[src/rtl/bsg_pkg.sv]
// Shared types and constants for the BSG transmit scheduler.
// Holds the FSM state encoding, default register map and CTRL register layout.
package bsg_pkg;

  typedef enum logic [2:0] {
    S_IDLE,
    S_PRELOAD0,
    S_PRELOAD1,
    S_ENABLE,
    S_STREAM,
    S_DISABLE
  } state_e;

  localparam logic [7:0] ADDR_CTRL_DEF  = 8'h00;
  localparam logic [7:0] ADDR_DATA0_DEF = 8'h01;
  localparam logic [7:0] ADDR_DATA1_DEF = 8'h02;

  localparam int CTRL_TXENABLE = 0;
  localparam int CTRL_INTMSK   = 1;
  localparam int CTRL_INTFLAG  = 2;
  localparam int CTRL_STATUS   = 3;

  localparam logic [7:0] CTRL_WR_ENABLE = 8'(1 << CTRL_TXENABLE);
  localparam logic [7:0] CTRL_WR_IDLE   = 8'h00;

endpackage

[src/rtl/bsg_tx_fifo.sv]
// Byte FIFO with first-word-fall-through read data and a registered fill level.
// flush empties the FIFO and wins over a push/pop in the same cycle.
module bsg_tx_fifo #(
  parameter int  DEPTH = 8,
  localparam int AW    = $clog2(DEPTH),
  localparam int LW    = AW + 1
) (
  input  logic          SYS_CLK,
  input  logic          RST_N,
  input  logic          push,
  input  logic [7:0]    push_data,
  input  logic          pop,
  input  logic          flush,
  output logic [7:0]    rdata,
  output logic [LW-1:0] level,
  output logic          full,
  output logic          empty
);

  logic [7:0]    mem_q [DEPTH];
  logic [AW-1:0] wptr_q, wptr_d, rptr_q, rptr_d;
  logic [LW-1:0] level_q, level_d;
  logic          push_ok, pop_ok;

  assign full    = (level_q == LW'(DEPTH));
  assign empty   = (level_q == '0);
  assign push_ok = push & ~full;
  assign pop_ok  = pop & ~empty;
  assign rdata   = mem_q[rptr_q];
  assign level   = level_q;

  always_comb begin
    wptr_d  = wptr_q;
    rptr_d  = rptr_q;
    level_d = level_q;
    if (flush) begin
      wptr_d  = '0;
      rptr_d  = '0;
      level_d = '0;
    end else begin
      if (push_ok) wptr_d = wptr_q + AW'(1);
      if (pop_ok)  rptr_d = rptr_q + AW'(1);
      level_d = level_q + LW'(push_ok) - LW'(pop_ok);
    end
  end

  always_ff @(posedge SYS_CLK) begin
    if (push_ok) mem_q[wptr_q] <= push_data;
  end

  always_ff @(posedge SYS_CLK or negedge RST_N) begin
    if (!RST_N) begin
      wptr_q  <= '0;
      rptr_q  <= '0;
      level_q <= '0;
    end else begin
      wptr_q  <= wptr_d;
      rptr_q  <= rptr_d;
      level_q <= level_d;
    end
  end

endmodule

[src/rtl/bsg_tx_scheduler.sv]
// Transmit scheduler: preloads the BSG ping-pong data registers, enables TX,
// refills slots as the modulator consumes them, then disables TX and raises done_irq.
module bsg_tx_scheduler
  import bsg_pkg::*;
#(
  parameter int         FIFO_DEPTH = 8,
  parameter logic [7:0] ADDR_CTRL  = ADDR_CTRL_DEF,
  parameter logic [7:0] ADDR_DATA0 = ADDR_DATA0_DEF,
  parameter logic [7:0] ADDR_DATA1 = ADDR_DATA1_DEF,
  localparam int        LW         = $clog2(FIFO_DEPTH) + 1
) (
  input  logic          SYS_CLK,
  input  logic          RST_N,
  input  logic          push,
  input  logic [7:0]    push_data,
  output logic          fifo_full,
  output logic [LW-1:0] fifo_level,
  input  logic          start,
  input  logic          abort,
  output logic          busy,
  output logic          done_irq,
  input  logic          irq_clr,
  output logic [7:0]    bsg_addr,
  output logic [7:0]    bsg_wdata,
  output logic          bsg_wr,
  input  logic          bsg_ready,
  input  logic          byte_taken
);

  state_e     state_q, state_d;
  logic       wr_q, wr_d;
  logic [7:0] addr_q, addr_d, wdata_q, wdata_d;
  logic [1:0] in_flight_q, in_flight_d, pending_q, pending_d, fl_tk, pd_tk;
  logic       slot_q, slot_d, abort_q, abort_d, done_q, done_d, busy_q, busy_d;
  logic       pop, flush, fl_inc, pd_dec, wr_done, tk, abort_req, fifo_empty;
  logic [7:0] fifo_rdata;

  bsg_tx_fifo #(.DEPTH(FIFO_DEPTH)) u_fifo (
    .SYS_CLK  (SYS_CLK),
    .RST_N    (RST_N),
    .push     (push),
    .push_data(push_data),
    .pop      (pop),
    .flush    (flush),
    .rdata    (fifo_rdata),
    .level    (fifo_level),
    .full     (fifo_full),
    .empty    (fifo_empty)
  );

  assign wr_done   = wr_q & bsg_ready;
  assign tk        = byte_taken & (state_q != S_IDLE);
  assign abort_req = (abort | abort_q) & (state_q != S_IDLE) & (state_q != S_DISABLE);
  // Counters after this cycle's byte_taken, before any refill completion is credited.
  assign fl_tk = (tk && in_flight_q != 2'd0) ? in_flight_q - 2'd1 : in_flight_q;
  assign pd_tk = (tk && pending_q != 2'd2) ? pending_q + 2'd1 : pending_q;

  always_comb begin
    state_d = state_q;
    wr_d    = wr_done ? 1'b0 : wr_q;
    addr_d  = addr_q;
    wdata_d = wdata_q;
    slot_d  = slot_q;
    abort_d = abort_q;
    done_d  = done_q & ~irq_clr;
    pop     = 1'b0;
    flush   = 1'b0;
    fl_inc  = 1'b0;
    pd_dec  = 1'b0;
    case (state_q)
      S_IDLE: if (start && !fifo_empty) begin
        pop = 1'b1; wr_d = 1'b1; addr_d = ADDR_DATA0; wdata_d = fifo_rdata;
        state_d = S_PRELOAD0;
      end
      S_PRELOAD0: if (wr_done) begin
        fl_inc = 1'b1;
        wr_d   = 1'b1;
        if (!fifo_empty) begin
          pop = 1'b1; addr_d = ADDR_DATA1; wdata_d = fifo_rdata;
          state_d = S_PRELOAD1;
        end else begin
          addr_d = ADDR_CTRL; wdata_d = CTRL_WR_ENABLE;
          state_d = S_ENABLE;
        end
      end
      S_PRELOAD1: if (wr_done) begin
        fl_inc = 1'b1; wr_d = 1'b1; addr_d = ADDR_CTRL; wdata_d = CTRL_WR_ENABLE;
        state_d = S_ENABLE;
      end
      S_ENABLE: if (wr_done) begin
        slot_d  = 1'b0;
        state_d = S_STREAM;
      end
      S_STREAM: begin
        if (wr_done) begin
          slot_d = ~slot_q; pd_dec = 1'b1; fl_inc = 1'b1;
        end else if (!wr_q && pd_tk != 2'd0 && !fifo_empty) begin
          pop = 1'b1; wr_d = 1'b1; wdata_d = fifo_rdata;
          addr_d = slot_q ? ADDR_DATA1 : ADDR_DATA0;
        end else if (!wr_q && fl_tk == 2'd0 && fifo_empty) begin
          wr_d = 1'b1; addr_d = ADDR_CTRL; wdata_d = CTRL_WR_IDLE;
          state_d = S_DISABLE;
        end
      end
      S_DISABLE: if (wr_done) begin
        done_d  = 1'b1;
        state_d = S_IDLE;
      end
      default: state_d = S_IDLE;
    endcase

    in_flight_d = (fl_inc && fl_tk != 2'd2) ? fl_tk + 2'd1 : fl_tk;
    pending_d   = (pd_dec && pd_tk != 2'd0) ? pd_tk - 2'd1 : pd_tk;
    if (state_q == S_DISABLE && wr_done) begin
      in_flight_d = 2'd0;
      pending_d   = 2'd0;
    end

    // Abort waits for the bus to free up, then overrides whatever the state chose.
    if (abort_req) begin
      if (!wr_q || wr_done) begin
        pop = 1'b0; flush = 1'b1; abort_d = 1'b0;
        wr_d = 1'b1; addr_d = ADDR_CTRL; wdata_d = CTRL_WR_IDLE;
        state_d = S_DISABLE;
      end else begin
        abort_d = 1'b1;
      end
    end
    busy_d = (state_d != S_IDLE);
  end

  always_ff @(posedge SYS_CLK or negedge RST_N) begin
    if (!RST_N) begin
      state_q     <= S_IDLE;
      wr_q        <= 1'b0;
      addr_q      <= '0;
      wdata_q     <= '0;
      in_flight_q <= '0;
      pending_q   <= '0;
      slot_q      <= 1'b0;
      abort_q     <= 1'b0;
      done_q      <= 1'b0;
      busy_q      <= 1'b0;
    end else begin
      state_q     <= state_d;
      wr_q        <= wr_d;
      addr_q      <= addr_d;
      wdata_q     <= wdata_d;
      in_flight_q <= in_flight_d;
      pending_q   <= pending_d;
      slot_q      <= slot_d;
      abort_q     <= abort_d;
      done_q      <= done_d;
      busy_q      <= busy_d;
    end
  end

  assign bsg_wr    = wr_q;
  assign bsg_addr  = addr_q;
  assign bsg_wdata = wdata_q;
  assign busy      = busy_q;
  assign done_irq  = done_q;

endmodule

[config.mk]
export PLATFORM = sky130hd
export DESIGN_NAME = bsg_tx_scheduler
export DESIGN_NICKNAME = d
export VERILOG_FILES = /design/src/rtl/bsg_pkg.sv /design/src/rtl/bsg_tx_fifo.sv /design/src/rtl/bsg_tx_scheduler.sv
export SDC_FILE = /design/constraint.sdc
export NUM_CORES = 1
export LEC_CHECK = 0
export ABC_AREA = 0
export CORE_UTILIZATION = 52
export CTS_CLUSTER_DIAMETER = 40
export DETAILED_ROUTE_END_ITERATION = 8
export GPL_ROUTABILITY_DRIVEN = 0
export PLACE_DENSITY_LB_ADDON = 0.15
export SLEW_MARGIN = 20
export SYNTH_ARGS = -nofsm -noshare
export SYNTH_HDL_FRONTEND = slang
export SYNTH_HIERARCHICAL = 1
export SYNTH_SLANG_ARGS = --single-unit
[constraint.sdc]
create_clock -name SYS_CLK -period 3.7 [get_ports SYS_CLK]
set_clock_uncertainty 0.1 [all_clocks]
set_input_delay 0.37 -clock SYS_CLK [delete_from_list [all_inputs] [get_ports SYS_CLK]]
set_output_delay 0.37 -clock SYS_CLK [all_outputs]
set_load 0.05 [all_outputs]
==> results.ini, run 1 <==
[synth]
synth-edff-count = 64
synth_top_cell_by_area = edfxtp_1
netlist-cell-type-count = 61
ys_seq_elements = 102
syn_area_um2 = 4766
postSynthAreaPerCell_um2 = 14.14
synth_simple_gate_area_share_pct = 11.45
synth_top_family_by_area = simple AND/OR/NAND/NOR gates
synth_top_area_share_pct = 40.33
synth_compound_area_share_pct = 8.874
yosysWarnings = 6
yosys.area_share.adder_pct = 3.833
yosys.area_share.xor_xnor_pct = 0.9189
synth_common_cells = edfxtp_1 (64), dfrtp_1 (38), nor2_1 (20), a21oi_1 (14)
synth_area_leaders = edfxtp_1 (40%), dfrtp_1 (20%), mux4_1 (4.4%)
syn_nets = 367
async_reset_ff_share_pct = 37.25
ys_seq_area_share_pct = 60.28
synth_flop_cell = edfxtp_1
synth.area.mux_share_pct = 11.16
postSynthCellCount = 337
synth_most_common_cell = edfxtp_1

[pwr]
cellLeakagePower_nw = 2.060
powerDensity_nw_per_um2 = 785.4
power_mw = 4.316
ir_drop_mv = 0.3534

[routing]
dr.pass1.iters = 6
vias_per_cell = 5.886
drt.antenna.violating_nets = 0
totalWireLength_um = 8633
drtIter0Drc = 103
drc = 10
routedWlPerCell_um = 17.34
via_count = 2931

[layout]
layout-drive-gt1-share_pct = 15.38
finish.utilization_pct = 62.40
nets = 415
multiInputGateArea_um2 = 1732
nFillCells = 674
seq_area_um2 = 2873
num_antenna_cells = 0
area_growth_pct = 15.31

[sta]
max_freq_ghz = 0.2990
tightest_slew_ns = 0.9411
fin_setup_tns_ns = 0
holdWs_ns = -0.01287
period_needed_ns = 3.344
finalHoldViolCount = 5
finalCritPeriodShare_pct = 90.39
rsz0062_at_grt = no
maxSlewViolCount = 0
setup_viol = 0
max-slew-margin-rel_pct = 37.03

[global_route]
grt_pass1_vias = 2804
grt_max_degree = 39
grt_pass1_wl_um = 14170
antenna_found_initial = 0
gr-total-overflow = 0
track_usage_pct = 19.50

[setup_path]
cp_common_cell = ha_1
cp_cell_sequence = inv_1, ha_1, nand2b_1, o21a_1, nor2_1, ha_1, nor2_1, a22o_1, o21ba_2, nor2b_1, ha_1, inv_1, ha_1, fa_1, xnor2_1, nor2_1
cp_max_fo = 5
crit_path_end_kind = flop
worstPathRequired_ns = 3.86
crit_type = reg -> reg
worstPathArrival_ns = 3.51
cpMaxStageDelayCell = dfrtp_1
max_stage_delay_ns = 0.38
start_kind = flop

[cts]
clkSinkCount = 102
insertion_delay_ns = 0.37
postCtsHoldBufs = 0
cts_inserted_buffers = 9
cts_tree = built
root_buffer = clkbuf_8
cts.repair.resized = 0
clk_pin_slew_worst_paths_ns = 0.11
postCtsSetupRepairBufs = 0
cts_max_path_buffers = 2
h-tree-depth = 3

[floorplanning]
ioPinCount = 40
die_w_um = 97.74
design.die.area_um2 = 9552
fp.dieH_um = 97.74
rows = 34
coreArea_um2 = 8806
start_util_pct = 54.12

[place]
dp_hpwl_um = 5956
port_buffers = 39

[worst_hold_path]
hold_path_class = in -> async

[flow_run]
max-cap-violations = 0

[run_status]
violations = design-rule violations, negative hold slack
status = finished, violations left

## path summary, 6_finish.rpt
check	from	slack, ns	to	cells after the start
max	pending_q[0]$_DFF_PN0_	0.36	u_fifo/level[2]$_DFF_PN0_	16
min reg2reg	bsg_addr[7]$_DFF_PN0_	0.40	bsg_addr[7]$_DFF_PN0_	1
max reg2reg	pending_q[0]$_DFF_PN0_	0.36	u_fifo/level[2]$_DFF_PN0_	16
min in group SYS_CLK	bsg_addr[7]$_DFF_PN0_	0.40	bsg_addr[7]$_DFF_PN0_	1
max in group asynchronous	RST_N	2.96	bsg_addr[5]$_DFF_PN0_	1
min	RST_N	-0.01	abort_q$_DFFE_PN0P_	1
## cell families after synthesis
logic type / Yosys count
fa+ha+maj: 14
simple gates: 96
xor+xnor: 5
flops: 102
compound gates: 63
buf+inv: 31
mux: 26
## power breakdown
group	switching (mW)	internal, mW
sequential	0.173	1.43
combinational	1.12	0.889
clock	0.429	0.270
total	1.72	2.59
## stage by stage
step | instance area [µm²] | std cells | setup slack (ns)
after floorplan | 4766 | 337 | 0.1492
after global placement | 5290 | 482 | 0.2011
after detailed placement | 5290 | 482 | 0.1741
after CTS | 5495 | 498 | 0.3570
after global routing | 5495 | 498 | 0.1224
final | 5495 | 498 | 0.3556
## sequential cells by signal, indices dropped and copies added (netlist names), 2 cells and up
name           flops
u_fifo/mem_q      64
state_q            3
pending_q          2
bsg_wdata          8
u_fifo/wptr_q      3
u_fifo/rptr_q      3
bsg_addr           8
in_flight_q        2
u_fifo/level       4
## critical path, delay by kind of cell, from the launching register on
| family | cells | cell delay (ns) |
|---|---|---|
| buffers and inverters | 2 | 0.09 |
| adder cells (fa/ha/maj) | 5 | 1.24 |
| AO/OA/AOI/OAI | 3 | 0.68 |
| flip-flops | 1 | 0.38 |
| AND/OR/NAND/NOR | 5 | 0.57 |
| XOR/XNOR | 1 | 0.17 |
## cells in the final DEF (no fill, tap or decap), types with 11 or more instances in the layout
| master | count |
|---|---|
| a21oi_1 | 14 |
| buf_4 | 15 |
| clkdlybuf4s50_1 | 38 |
| dfrtp_1 | 38 |
| edfxtp_1 | 64 |
| ha_1 | 13 |
| inv_1 | 13 |
| nand2_1 | 11 |
| nor2_1 | 20 |
| o21ai_0 | 13 |
## layout make-up
type / instances / area share (%)
repair buffers: 54 / 9.062
multi-input cells: 204 / 31.51
well taps: 108 / 2.459
clock buffers: 9 / 2.254
inverters: 14 / 0.9563
clock inverters: 7 / 1.480
flip-flops and latches: 102 / 52.28
## layer usage
metal | vias up | part of all wire, % | track usage (%)
met5 | - | 0 | 0
met4 | 0 | 1.5 | 6.993
met3 | 13 | 3.5 | 3.078
met2 | 65 | 52 | 34.04
met1 | 1470 | 42 | 24.84
li1 | 1383 | - | -
No activity file was read; power rests on OpenSTA's default activity.
==> inputs of run 2 (changes only) <==
CORE_ASPECT_RATIO = 0.7   (was default)
==> run 2 against run 1 <==
The flow now finishes without violations; non-clock buffer count grew 3; count of clock-buffer cells in the layout grew 1; worst hold slack gained 0.054 ns; final cell count grew 2.8%; utilization grew 2.1 points; critical path type unchanged; critical endpoint unchanged; largest power group unchanged.
==> results.ini, run 2 (synthesized netlist as in run 1, its figures left out) <==
[layout]
layout_common_cells = edfxtp_1 (64), dfrtp_1 (38), clkdlybuf4s50_1 (38)
area_growth_pct = 17.06
top_register = u_fifo/mem_q
nFillCells = 674  ; unchanged
nets = 418  ; +0.72%
largest_register_ffs = 64  ; unchanged
layout_commonest_cell = edfxtp_1
layout-drive-gt1-share_pct = 14.54  ; -0.84 points
finish.utilization_pct = 64.47  ; +2.1 points
num_antenna_cells = 0  ; unchanged

[cts]
cts_inserted_buffers = 9  ; unchanged
cts.repair.resized = 0  ; unchanged
postCtsHoldBufs = 0  ; unchanged
root_buffer = clkbuf_16
insertion_delay_ns = 0.34  ; -0.03 ns
cts_max_path_buffers = 2  ; unchanged
cts_tree = built
postCtsSetupRepairBufs = 0  ; unchanged
clk_pin_slew_worst_paths_ns = 0.06  ; -0.05 ns
h-tree-depth = 3  ; unchanged
clkSinkCount = 102  ; unchanged

[setup_path]
cp_cell_sequence = inv_1, ha_1, nand2b_1, o21a_1, nor2_1, ha_1, nor2_1, a22o_1, o21ba_2, nor2b_1, ha_1, inv_1, ha_1, fa_1, xnor2_1, nor2_1
crit_family = adder cells
crit_cells = 16  ; unchanged
worstPathRequired_ns = 3.82  ; -0.04 ns
r2r_cells = 16  ; unchanged
critPathBufInv = 2  ; unchanged
startpoint = pending_q[0]$_DFF_PN0_
crit_type = reg -> reg
worstPathArrival_ns = 3.50  ; about the same
max_stage_delay_ns = 0.38  ; about the same
cp_max_fo = 5  ; unchanged
r2r_start = pending_q[0]$_DFF_PN0_
cp_common_cell = ha_1
crit_path_end_kind = flop
cpMaxStageDelayCell = fa_1
start_kind = flop
reg2reg_slack_ns = 0.32  ; -0.03 ns

[pwr]
powerDensity_nw_per_um2 = 805.7  ; +2.6%
power_mw = 4.495  ; +4.1%
cellLeakagePower_nw = 2.090  ; +1.5%
ir_drop_mv = 0.3617  ; +2.3%

[sta]
period_needed_ns = 3.377  ; +0.03231 ns
finalHoldViolCount = 0  ; -5
holdWs_ns = 0.04074  ; +0.05361 ns
max_freq_ghz = 0.2961  ; -0.96%
maxSlewViolCount = 0  ; unchanged
setup_viol = 0  ; unchanged
finalCritPeriodShare_pct = 91.26  ; +0.87 points
rsz0062_at_grt = no
fin_setup_tns_ns = 0  ; unchanged
max-slew-margin-rel_pct = 37.85  ; +0.82 points
tightest_slew_ns = 0.9289  ; -0.01225 ns

[routing]
drtIter0Drc = 209  ; +100%
drt.antenna.violating_nets = 0  ; unchanged
routedWlPerCell_um = 18.41  ; +6.2%
dr.pass1.iters = 4  ; -2
via_count = 2914  ; -0.58%
drc = 0  ; -10
totalWireLength_um = 9424  ; +9.2%
vias_per_cell = 5.691  ; -3.3%

[worst_hold_path]
hold_path_class = in -> async

[place]
port_buffers = 39  ; unchanged
dp_hpwl_um = 6497  ; +9.1%

[flow_run]
max-cap-violations = 0  ; unchanged

[global_route]
track_usage_pct = 21.84  ; +2.3 points
antenna_found_initial = 0  ; unchanged
grt_max_degree = 39  ; unchanged
gr-total-overflow = 0  ; unchanged
grt_pass1_vias = 2697  ; -3.8%
grt_pass1_wl_um = 14860  ; +4.9%

[floorplanning]
fp.dieH_um = 82.10  ; -16%
rows = 28  ; -18%
die_w_um = 116.4  ; +19%
ioPinCount = 40  ; unchanged
design.die.area_um2 = 9558  ; about the same
start_util_pct = 55.08  ; +0.95 points
coreArea_um2 = 8653  ; -1.7%

[run_status]
status = complete, no violations

-- run 2: changes by cell type in the layout (fill, tap and decap cells not counted), sizes merged --
cell and delta:
inv -3, clkbuf +1, clkinvlp +1, buf +3
-- run 2: metrics by stage --
| stage | cells | area, µm² | worst slack (ns) |
|---|---|---|---|
| finish | 512 | 5579 | 0.3233 |
| global route | 512 | 5579 | 0.07918 |
| CTS | 512 | 5579 | 0.3133 |
| detailed placement | 497 | 5323 | 0.1238 |
| global placement | 497 | 5323 | 0.2318 |
| floorplan | 337 | 4766 | 0.1492 |
-- run 2: final cells by class --
type,count,area (µm²),area share [%]
repair buffers,57,520.5,9.329
inverters,14,52.55,0.9419
well taps,120,150.1,2.691
clock inverters,5,27.53,0.4934
multi-input cells,204,1727,30.95
clock buffers,10,229.0,4.104
flip-flops and latches,102,2873,51.49
-- run 2: power breakdown --
group	internal [mW]	leakage, nW	switching [mW]	total (mW)
sequential	1.44	1.07	0.179	1.61
combinational	0.898	0.895	1.15	2.05
clock	0.446	0.121	0.385	0.832
total	2.78	2.09	1.71	4.49
-- run 2: worst reg2reg max path, cell delays in order (launching register included) --
cell	delay, ns
dfrtp_1	0.37
inv_1	0.05
ha_1	0.17
nand2b_1	0.18
o21a_1	0.22
nor2_1	0.11
ha_1	0.23
nor2_1	0.08
a22o_1	0.26
o21ba_2	0.21
nor2b_1	0.14
ha_1	0.30
inv_1	0.04
ha_1	0.20
fa_1	0.38
xnor2_1	0.16
nor2_1	0.05
-- run 2: metal layers --
metal  wire (µm)  up-vias  GRT usage [%]
li1            -     1382              -
met1        4589     1441          32.71
met2        4093       82          30.89
met3         645        9          6.350
met4          96        0          6.282
met5           0        -              0
-- run 2: worst paths after layout --
kind                                              to
min in group SYS_CLK           bsg_addr[2]$_DFF_PN0_
min reg2reg                    bsg_addr[2]$_DFF_PN0_
min                         in_flight_q[0]$_DFF_PN0_
max reg2reg                u_fifo/level[2]$_DFF_PN0_
max                        u_fifo/level[2]$_DFF_PN0_
max in group asynchronous  u_fifo/level[0]$_DFF_PN0_
